==> src/rtl/corevx_tlb_pkg.sv <==
// Shared definitions for the set-associative Sv32 TLB: command codes, PTE flag
// positions and the flush-sweep FSM states.
package corevx_tlb_pkg;

  localparam logic [1:0] TLB_CMD_NONE    = 2'd0;
  localparam logic [1:0] TLB_CMD_RESOLVE = 2'd1;
  localparam logic [1:0] TLB_CMD_WRITE   = 2'd2;
  localparam logic [1:0] TLB_CMD_FLUSH   = 2'd3;

  localparam int PTE_V = 0;
  localparam int PTE_R = 1;
  localparam int PTE_W = 2;
  localparam int PTE_X = 3;
  localparam int PTE_U = 4;
  localparam int PTE_G = 5;
  localparam int PTE_A = 6;
  localparam int PTE_D = 7;

  typedef logic [0:0] tlb_state_t;
  localparam tlb_state_t ST_IDLE  = 1'b0;
  localparam tlb_state_t ST_SWEEP = 1'b1;

  // A direct-mapped TLB still needs a 1-bit way index.
  function automatic int way_idx_w(input int ways_w);
    return (ways_w > 0) ? ways_w : 1;
  endfunction

endpackage

==> src/rtl/corevx_tlb_assoc_if.sv <==
// Command/result bundle between the LSU, the page-table walker and the TLB.
interface corevx_tlb_assoc_if
  import corevx_tlb_pkg::*;
#(
  parameter int WAYS_W = 2,
  parameter int VPN_W  = 20,
  parameter int PPN_W  = 22,
  parameter int ASID_W = 9
);
  localparam int HWW = way_idx_w(WAYS_W);

  // Handshake: command != NONE is the valid; !busy is the ready. A command is
  // taken exactly on a cycle where both hold; a command presented while busy is
  // dropped, not stalled, so the requester must not assume it was taken.
  logic [1:0]        command;
  logic [VPN_W-1:0]  vpn;
  logic [ASID_W-1:0] asid;
  logic [VPN_W-1:0]  vpn_w;
  logic [ASID_W-1:0] asid_w;
  logic [7:0]        accesstag_w;
  logic [PPN_W-1:0]  phys_w;

  logic              resolve_done;
  logic              hit;
  logic              multi_hit;
  logic [HWW-1:0]    hit_way;
  logic [7:0]        accesstag_r;
  logic [PPN_W-1:0]  phys_r;
  logic              busy;
  tlb_state_t        dbg_state;

  modport master (
    output command, vpn, asid, vpn_w, asid_w, accesstag_w, phys_w,
    input  resolve_done, hit, multi_hit, hit_way, accesstag_r, phys_r, busy, dbg_state
  );

  modport slave (
    input  command, vpn, asid, vpn_w, asid_w, accesstag_w, phys_w,
    output resolve_done, hit, multi_hit, hit_way, accesstag_r, phys_r, busy, dbg_state
  );

endinterface

==> src/rtl/corevx_tlb_assoc_way.sv <==
// One TLB way: tag/ASID/PPN/flag storage plus the compare against the lookup
// key captured alongside the RAM read.
module corevx_tlb_assoc_way
  import corevx_tlb_pkg::*;
#(
  parameter int ENTRIES_W = 4,
  parameter int VPN_W     = 20,
  parameter int PPN_W     = 22,
  parameter int ASID_W    = 9,
  localparam int TAG_W    = VPN_W - ENTRIES_W
) (
  input  logic                 clk,
  input  logic                 we,
  input  logic [ENTRIES_W-1:0] waddr,
  input  logic [TAG_W-1:0]     w_vtag,
  input  logic [ASID_W-1:0]    w_asid,
  input  logic [PPN_W-1:0]     w_ppn,
  input  logic [7:0]           w_flags,
  input  logic                 re,
  input  logic [ENTRIES_W-1:0] raddr,
  input  logic [TAG_W-1:0]     r_vtag,
  input  logic [ASID_W-1:0]    r_asid,
  input  logic                 r_valid,
  output logic                 match,
  output logic [PPN_W-1:0]     ppn,
  output logic [7:0]           flags
);
  localparam int DW = TAG_W + ASID_W + PPN_W + 8;

  logic [DW-1:0]     rd_data;
  logic [TAG_W-1:0]  e_vtag;
  logic [ASID_W-1:0] e_asid;
  logic [TAG_W-1:0]  cmp_vtag_q, cmp_vtag_d;
  logic [ASID_W-1:0] cmp_asid_q, cmp_asid_d;
  logic              cmp_valid_q, cmp_valid_d;

  mem_1w1r #(.W(DW), .AW(ENTRIES_W)) u_mem (
    .clk   (clk),
    .we    (we),
    .waddr (waddr),
    .wdata ({w_vtag, w_asid, w_ppn, w_flags}),
    .re    (re),
    .raddr (raddr),
    .rdata (rd_data)
  );

  // The key and the valid bit are captured with the read so a later write or
  // flush cannot disturb a result that is already in flight.
  always_comb begin
    cmp_vtag_d  = cmp_vtag_q;
    cmp_asid_d  = cmp_asid_q;
    cmp_valid_d = cmp_valid_q;
    if (re) begin
      cmp_vtag_d  = r_vtag;
      cmp_asid_d  = r_asid;
      cmp_valid_d = r_valid;
    end
  end

  always_ff @(posedge clk) begin
    cmp_vtag_q  <= cmp_vtag_d;
    cmp_asid_q  <= cmp_asid_d;
    cmp_valid_q <= cmp_valid_d;
  end

  assign {e_vtag, e_asid, ppn, flags} = rd_data;
  assign match = cmp_valid_q && (e_vtag == cmp_vtag_q) &&
                 (flags[PTE_G] || (e_asid == cmp_asid_q));

endmodule

==> src/rtl/mem_1w1r.sv <==
// One-write one-read RAM with a registered read port that holds its last value.
module mem_1w1r #(
  parameter int W  = 8,
  parameter int AW = 4
) (
  input  logic          clk,
  input  logic          we,
  input  logic [AW-1:0] waddr,
  input  logic [W-1:0]  wdata,
  input  logic          re,
  input  logic [AW-1:0] raddr,
  output logic [W-1:0]  rdata
);
  logic [W-1:0] mem_q [2**AW];
  logic [W-1:0] rdata_q, rdata_d;

  always_comb begin
    rdata_d = rdata_q;
    if (re) rdata_d = mem_q[raddr];
  end

  always_ff @(posedge clk) begin
    if (we) mem_q[waddr] <= wdata;
    rdata_q <= rdata_d;
  end

  assign rdata = rdata_q;

endmodule

==> src/rtl/corevx_tlb_assoc.sv <==
// Set-associative Sv32 TLB: valid flops, per-set round-robin victim pointers,
// hit priority/multi-hit detection and the invalidate-all sweep.
module corevx_tlb_assoc
  import corevx_tlb_pkg::*;
#(
  parameter int ENTRIES_W = 4,
  parameter int WAYS_W    = 2,
  parameter int VPN_W     = 20,
  parameter int PPN_W     = 22,
  parameter int ASID_W    = 9
) (
  input  logic              clk,
  input  logic              rst_n,
  corevx_tlb_assoc_if.slave bus
);
  localparam int SETS  = 2**ENTRIES_W;
  localparam int WAYS  = 2**WAYS_W;
  localparam int HWW   = way_idx_w(WAYS_W);

  logic [WAYS-1:0]      valid_q [SETS];
  logic [WAYS-1:0]      valid_d [SETS];
  logic [HWW-1:0]       rr_q    [SETS];
  logic [HWW-1:0]       rr_d    [SETS];
  tlb_state_t           state_q, state_d;
  logic [ENTRIES_W-1:0] cnt_q, cnt_d;
  logic                 done_q, done_d;
  logic                 res_vld_q, res_vld_d;

  logic                 idle, do_resolve, do_write, do_flush;
  logic [ENTRIES_W-1:0] r_set, w_set;
  logic [HWW-1:0]       victim;
  logic [WAYS-1:0]      way_we, match;
  logic [PPN_W-1:0]     way_ppn   [WAYS];
  logic [7:0]           way_flags [WAYS];
  logic [HWW-1:0]       sel_way;
  logic [PPN_W-1:0]     sel_ppn;
  logic [7:0]           sel_flags;

  assign idle       = (state_q == ST_IDLE);
  assign do_resolve = idle && (bus.command == TLB_CMD_RESOLVE);
  assign do_write   = idle && (bus.command == TLB_CMD_WRITE);
  assign do_flush   = idle && (bus.command == TLB_CMD_FLUSH);
  assign r_set      = bus.vpn[ENTRIES_W-1:0];
  assign w_set      = bus.vpn_w[ENTRIES_W-1:0];

  // Lowest invalid way wins; round-robin only when the set is full.
  always_comb begin
    victim = rr_q[w_set];
    for (int i = WAYS - 1; i >= 0; i--) begin
      if (!valid_q[w_set][i]) victim = HWW'(i);
    end
  end

  for (genvar g = 0; g < WAYS; g++) begin : g_way
    assign way_we[g] = do_write && (victim == HWW'(g));

    corevx_tlb_assoc_way #(
      .ENTRIES_W (ENTRIES_W),
      .VPN_W     (VPN_W),
      .PPN_W     (PPN_W),
      .ASID_W    (ASID_W)
    ) u_way (
      .clk     (clk),
      .we      (way_we[g]),
      .waddr   (w_set),
      .w_vtag  (bus.vpn_w[VPN_W-1:ENTRIES_W]),
      .w_asid  (bus.asid_w),
      .w_ppn   (bus.phys_w),
      .w_flags (bus.accesstag_w),
      .re      (do_resolve),
      .raddr   (r_set),
      .r_vtag  (bus.vpn[VPN_W-1:ENTRIES_W]),
      .r_asid  (bus.asid),
      .r_valid (valid_q[r_set][g]),
      .match   (match[g]),
      .ppn     (way_ppn[g]),
      .flags   (way_flags[g])
    );
  end

  always_comb begin
    valid_d   = valid_q;
    rr_d      = rr_q;
    state_d   = state_q;
    cnt_d     = cnt_q;
    done_d    = do_resolve;
    res_vld_d = res_vld_q | do_resolve;

    if (do_write) begin
      valid_d[w_set][victim] = bus.accesstag_w[PTE_V];
      if (&valid_q[w_set]) begin
        rr_d[w_set] = (rr_q[w_set] == HWW'(WAYS - 1)) ? '0 : rr_q[w_set] + 1'b1;
      end
    end

    if (do_flush) begin
      state_d = ST_SWEEP;
      cnt_d   = '0;
    end

    // One set per cycle; the last set drops straight back to IDLE.
    if (state_q == ST_SWEEP) begin
      valid_d[cnt_q] = '0;
      rr_d[cnt_q]    = '0;
      cnt_d          = cnt_q + 1'b1;
      if (&cnt_q) state_d = ST_IDLE;
    end
  end

  always_ff @(posedge clk) begin
    if (!rst_n) begin
      for (int s = 0; s < SETS; s++) begin
        valid_q[s] <= '0;
        rr_q[s]    <= '0;
      end
      state_q   <= ST_IDLE;
      cnt_q     <= '0;
      done_q    <= 1'b0;
      res_vld_q <= 1'b0;
    end else begin
      valid_q   <= valid_d;
      rr_q      <= rr_d;
      state_q   <= state_d;
      cnt_q     <= cnt_d;
      done_q    <= done_d;
      res_vld_q <= res_vld_d;
    end
  end

  always_comb begin
    sel_way   = '0;
    sel_ppn   = '0;
    sel_flags = '0;
    for (int i = WAYS - 1; i >= 0; i--) begin
      if (match[i]) begin
        sel_way   = HWW'(i);
        sel_ppn   = way_ppn[i];
        sel_flags = way_flags[i];
      end
    end
  end

  // Way-side compare state is not reset; res_vld_q keeps it off the outputs
  // until the first lookup after reset has completed.
  assign bus.resolve_done = done_q;
  assign bus.hit          = res_vld_q & (|match);
  assign bus.multi_hit    = res_vld_q & ($countones(match) > 1);
  assign bus.hit_way      = res_vld_q ? sel_way   : '0;
  assign bus.phys_r       = res_vld_q ? sel_ppn   : '0;
  assign bus.accesstag_r  = res_vld_q ? sel_flags : '0;
  assign bus.busy         = (state_q == ST_SWEEP);
  assign bus.dbg_state    = state_q;

endmodule

==> src/flat_wrapper.sv <==
// flat-port wrapper written by rule: the top's interface ports become plain ports
module corevx_tlb_assoc_flat import corevx_tlb_pkg::*;
#(
  parameter int ENTRIES_W = 4,
  parameter int WAYS_W    = 2,
  parameter int VPN_W     = 20,
  parameter int PPN_W     = 22,
  parameter int ASID_W    = 9
)
  (clk, rst_n, bus_command, bus_vpn, bus_asid, bus_vpn_w, bus_asid_w, bus_accesstag_w, bus_phys_w, bus_resolve_done, bus_hit, bus_multi_hit, bus_hit_way, bus_accesstag_r, bus_phys_r, bus_busy, bus_dbg_state);
  corevx_tlb_assoc_if #(.WAYS_W(WAYS_W), .VPN_W(VPN_W), .PPN_W(PPN_W), .ASID_W(ASID_W)) bus_i ();
  input  logic clk;
  input  logic rst_n;
  input wire logic [$bits(bus_i.command)-1:0] bus_command;
  input wire logic [$bits(bus_i.vpn)-1:0] bus_vpn;
  input wire logic [$bits(bus_i.asid)-1:0] bus_asid;
  input wire logic [$bits(bus_i.vpn_w)-1:0] bus_vpn_w;
  input wire logic [$bits(bus_i.asid_w)-1:0] bus_asid_w;
  input wire logic [$bits(bus_i.accesstag_w)-1:0] bus_accesstag_w;
  input wire logic [$bits(bus_i.phys_w)-1:0] bus_phys_w;
  output wire logic [$bits(bus_i.resolve_done)-1:0] bus_resolve_done;
  output wire logic [$bits(bus_i.hit)-1:0] bus_hit;
  output wire logic [$bits(bus_i.multi_hit)-1:0] bus_multi_hit;
  output wire logic [$bits(bus_i.hit_way)-1:0] bus_hit_way;
  output wire logic [$bits(bus_i.accesstag_r)-1:0] bus_accesstag_r;
  output wire logic [$bits(bus_i.phys_r)-1:0] bus_phys_r;
  output wire logic [$bits(bus_i.busy)-1:0] bus_busy;
  output wire logic [$bits(bus_i.dbg_state)-1:0] bus_dbg_state;
  assign bus_i.command = bus_command;
  assign bus_i.vpn = bus_vpn;
  assign bus_i.asid = bus_asid;
  assign bus_i.vpn_w = bus_vpn_w;
  assign bus_i.asid_w = bus_asid_w;
  assign bus_i.accesstag_w = bus_accesstag_w;
  assign bus_i.phys_w = bus_phys_w;
  assign bus_resolve_done = bus_i.resolve_done;
  assign bus_hit = bus_i.hit;
  assign bus_multi_hit = bus_i.multi_hit;
  assign bus_hit_way = bus_i.hit_way;
  assign bus_accesstag_r = bus_i.accesstag_r;
  assign bus_phys_r = bus_i.phys_r;
  assign bus_busy = bus_i.busy;
  assign bus_dbg_state = bus_i.dbg_state;
  corevx_tlb_assoc #(.ENTRIES_W(ENTRIES_W), .WAYS_W(WAYS_W), .VPN_W(VPN_W), .PPN_W(PPN_W), .ASID_W(ASID_W)) u_core (.clk(clk), .rst_n(rst_n), .bus(bus_i));
endmodule
==> config.mk <==
export PLATFORM = sky130hd
export DESIGN_NAME = corevx_tlb_assoc_flat
export DESIGN_NICKNAME = d
export VERILOG_FILES = /design/src/rtl/corevx_tlb_pkg.sv /design/src/rtl/corevx_tlb_assoc_if.sv /design/src/rtl/corevx_tlb_assoc_way.sv /design/src/rtl/mem_1w1r.sv /design/src/rtl/corevx_tlb_assoc.sv /design/src/flat_wrapper.sv
export SDC_FILE = /design/constraint.sdc
export NUM_CORES = 2
export LEC_CHECK = 0
export CORE_AREA = 2 2 772 774
export DETAILED_ROUTE_END_ITERATION = 16
export DIE_AREA = 0 0 774 776
export PLACE_DENSITY = 0.36
export SYNTH_ARGS = -nofsm -noshare
export SYNTH_HDL_FRONTEND = slang
export SYNTH_SLANG_ARGS = --single-unit
==> constraint.sdc <==
create_clock -name clk -period 31.5 [get_ports clk]
set_input_delay 6.3 -clock clk [delete_from_list [all_inputs] [get_ports clk]]
set_output_delay 6.3 -clock clk [all_outputs]
set_load 0.05 [all_outputs]
==> reports/qor.csv <==
stage,metric,value,unit
synth,synth_simple_gate_area_frac,0.0143,
clock_tree,clock_latency,1.08,ns
synth,ys_seq_area_frac,0.780,
synth,yosysWarnings,0,
critical_path,required,25.20,ns
finish,multi_input_area,31400,sq um
critical_path,crit_path_end,bus_accesstag_r[5],
clock_tree,clk_path_buf_depth,4,
sta,skew,0.128,ns
synth,ys_types,60,
synth,synth_edf_count,3769,
power_and_ir_drop,power.switching,2430,uW
global_route,grt_max_degree,122,
critical_path,max_stage_delay,0.98,ns
hold_path,hp-class,reg -> reg,
power_and_ir_drop,powerDensity,63.7,nW/um^2
clock_tree,hold_buffers,0,
route,num_vias,70300,
route,viasPerCell,4.72,
power_and_ir_drop,intPower,8620,uW
global_route,first_global_vias,74200,
sta,rsz0062_at_grt,false,
critical_path,arrival,6.54,ns
clock_tree,h-tree-depth,5,
synth,synth_compound_area_frac,0.0130,
global_route,grt_usage,0.166,
critical_path,regToRegEndpoint,u_core.g_way[0].u_way.u_mem.mem_q[12][21]$_DFFE_PP_,
route,postRouteAntennaNets,0,
power_and_ir_drop,p_leak,0.0522,uW
sta,slew_violations,0,
floorplanning,die_h,776,microns
sta,hold_viol,0,
power_and_ir_drop,pwr-share-clk,0.446,
synth,synthFlopType,edfxtp_1,
finish,fillCellCount,57400,
route,drt-pass1-iter-count,5,
global_route,grt-ovfl-total,0,
placement,dp_cells,14100,
floorplanning,io_pins,129,
placement,hpwl,269000,microns
floorplanning,rows,283,
synth,synth_fa_ha_area_frac,0.000983,
critical_path,critPathLaunchType,register,
critical_path,worst_r2r_path_depth,9,
finish,register_area,115000,sq um
clock_tree,clkSlewWorstSetupHoldPaths,0.06,ns
critical_path,rrSetupSlack,26.44,ns
finish,fin_cells,14900,
synth,synth_area_per_cell,23.8,sq um
route,drcViolationCount,0,
critical_path,crit_path_start,u_core.g_way[0].u_way.cmp_vtag_q[1]$_DFFE_PP_,
run_status,status,"finished, final reports clean",
synth,netlist_area,148000,sq um
floorplanning,coreArea,592000,sq um
sta,hold_slack,0.478,ns
synth,synth_top_family_by_area,multiplexers,
critical_path,reg2reg_from,u_core.rr_q[11]$_SDFF_PN0_,
synth,ys_ff_latch,3872,
clock_tree,cts_sinks,3872,
finish,nets,6777,
sta,tns,0,ns
global_route,grt_first_pass_wirelength,682000,microns
clock_tree,clock-root-buffer,clkbuf_16,
placement,gp_congestion,0.733,
power_and_ir_drop,ir_drop,46.6,uV
route,drt_wl_total,508000,microns
synth,synthArstFlopShare,0,
global_route,antenna_found_initial,68,
critical_path,slowest_stage,clkdlybuf4s50_1,
sta,fmax,77.9,MHz
power_and_ir_drop,combPwrFrac,0.039,
power_and_ir_drop,power_frac_seq,0.516,
finish,layout_commonest_cell,edfxtp_1,
synth,synth_cells,6199,
sta,max_slew.worst_pin.slew,1.31,ns
critical_path,worstPathCellList,"xor2_1, nor4_1, nand4_1, nor3_2, buf_4, buf_4, a21o_1, o221ai_1, a21oi_1, clkdlybuf4s50_1",
route,drt_iter0_markers,6603,
critical_path,cp_common_cell,buf_4,
critical_path,cp_max_fo,37,
sta,post-route-min-period,12.84,ns
synth,synthXorXnorAreaFrac,0.00593,
sta,setup_viol,0,
sta,min_period_over_period,0.408,
run,cap_violations,0,
placement,portBuffers,128,
clock_tree,cts_made_buffers,439,
finish,final_layout_size_suffix_gt1_frac,0.297,
finish,area.growth.synth_to_final,17.4,%
synth,synth_mux_area_frac,0.176,
critical_path,endpoint_kind,output pin,
clock_tree,postCtsSetupBuffers,0,
floorplanning,dieWidth,774,microns
clock_tree,ctsResizeCount,0,
synth,syn_nets,6302,
floorplanning,die_area,601000,sq um
sta,relSlewSlack,0.124,
clock_tree,cts_tree,built,
power_and_ir_drop,swShare,0.220,
finish,layout_common_cells,"3769 x edfxtp_1, 1116 x mux4_2, 440 x clkbuf_16",
floorplanning,start_util,0.249,
critical_path,worstSetupPathType,reg -> out,
route,wl_per_cell,34.1,microns
sequential cells by signal, indices dropped and copies added, names as in the netlist:
signal                          count
u_core.bus.resolve_done             1
u_core.g_way.u_way.cmp_vtag_q      16
u_core.cnt_q                        4
u_core.valid_q                     64
u_core.g_way.u_way.cmp_valid_q      4
u_core.res_vld_q                    1
u_core.g_way.u_way.cmp_asid_q       9
u_core.bus.busy                     1
u_core.g_way.u_way.u_mem.mem_q   3520
u_core.g_way.u_way.u_mem.rdata    220
u_core.rr_q                        32
per-layer routing:
layer,vias to the layer above,global-route usage,part of all wire
li1,27700,-,-
met2,1895,0.280,0.49
met4,4,0.0324,0.020
met1,40100,0.230,0.44
met5,-,0,0.000067
met3,626,0.0214,0.044
area by class of cell:
class | count | share of cell area
Timing Repair Buffer | 367 | 0.0180
Clock buffer | 537 | 0.0656
Clock inverter | 262 | 0.0135
Multi-Input combinational cell | 1980 | 0.181
Antenna cell | 25 | 0.000361
Inverter | 14 | 0.000332
Tap cell | 7837 | 0.0565
Sequential cell | 3872 | 0.665
power by group through the flow:
stage	clock (uW)	sequential (uW)	combinational [uW]
6_report	4920	5700	428
2_1_floorplan	0	5810	244
5_1_grt	5260	5700	463
3_3_place_gp	0	5810	438
3_5_place_dp	0	5810	443
4_1_cts	5070	5700	444
metrics by stage:
stage | total power [uW] | cell area [sq um] | setup WS [ns] | utilization
finish | 11100 | 173000 | 18.66 | 0.293
global placement | 6250 | 160000 | 18.02 | 0.269
floorplan | 6050 | 148000 | 6.01 | -
detailed placement | 6250 | 160000 | 18.10 | 0.269
CTS | 11200 | 173000 | 18.35 | 0.293
global route | 11400 | 173000 | 18.36 | 0.293
worst max-delay path, delay by kind of cell, from the launching register on:
kind,cells,cell delay (ns)
simple gates,3,1.47
buf+inv,3,2.09
compound gates,3,1.04
flops,1,0.63
xor+xnor,1,0.24
cells by family (layout without fill, tap and decap cells):
kind of cell	Yosys count	after routing
compound gates	292	292
xor+xnor	100	100
fa+ha+maj	11	11
buf+inv	347	1180
flops	3872	3872
mux	1189	1189
other cells	0	25
simple gates	388	388
how the worst min path moves through the flow:
stage,from,endpoint,slack [ns],cells after the start
CTS,u_core.valid_q[0]$_SDFF_PN0_,u_core.valid_q[0]$_SDFF_PN0_,0.48,2
floorplan,u_core.valid_q[36]$_SDFF_PN0_,u_core.valid_q[36]$_SDFF_PN0_,0.44,2
global placement,u_core.valid_q[0]$_SDFF_PN0_,u_core.valid_q[0]$_SDFF_PN0_,0.46,2
detailed placement,u_core.valid_q[0]$_SDFF_PN0_,u_core.valid_q[0]$_SDFF_PN0_,0.47,2
finish,u_core.valid_q[0]$_SDFF_PN0_,u_core.valid_q[0]$_SDFF_PN0_,0.48,2
global route,u_core.valid_q[0]$_SDFF_PN0_,u_core.valid_q[0]$_SDFF_PN0_,0.49,2
Yosys cell counts, types with 17 or more instances:
library cell,number,area share
nor3_1,29,0.00098
o31ai_1,22,0.0011
o21ai_0,70,0.0024
mux2i_1,67,0.0045
xnor2_1,29,0.0017
a21oi_1,72,0.0024
nor2b_1,26,0.0011
buf_2,22,0.00075
buf_1,62,0.0016
nand3_1,28,0.00095
dfxtp_1,103,0.014
edfxtp_1,3769,0.77
mux4_2,1116,0.17
a31oi_1,30,0.0013
clkbuf_1,236,0.0060
nor4b_1,29,0.0017
a22o_1,33,0.0020
nand4_1,21,0.00089
xor2_1,71,0.0042
a211oi_1,22,0.0011
nand2_1,108,0.0027
nor2_1,68,0.0017
nor4_1,17,0.00072
No activity file was read; power rests on OpenSTA's default activity.
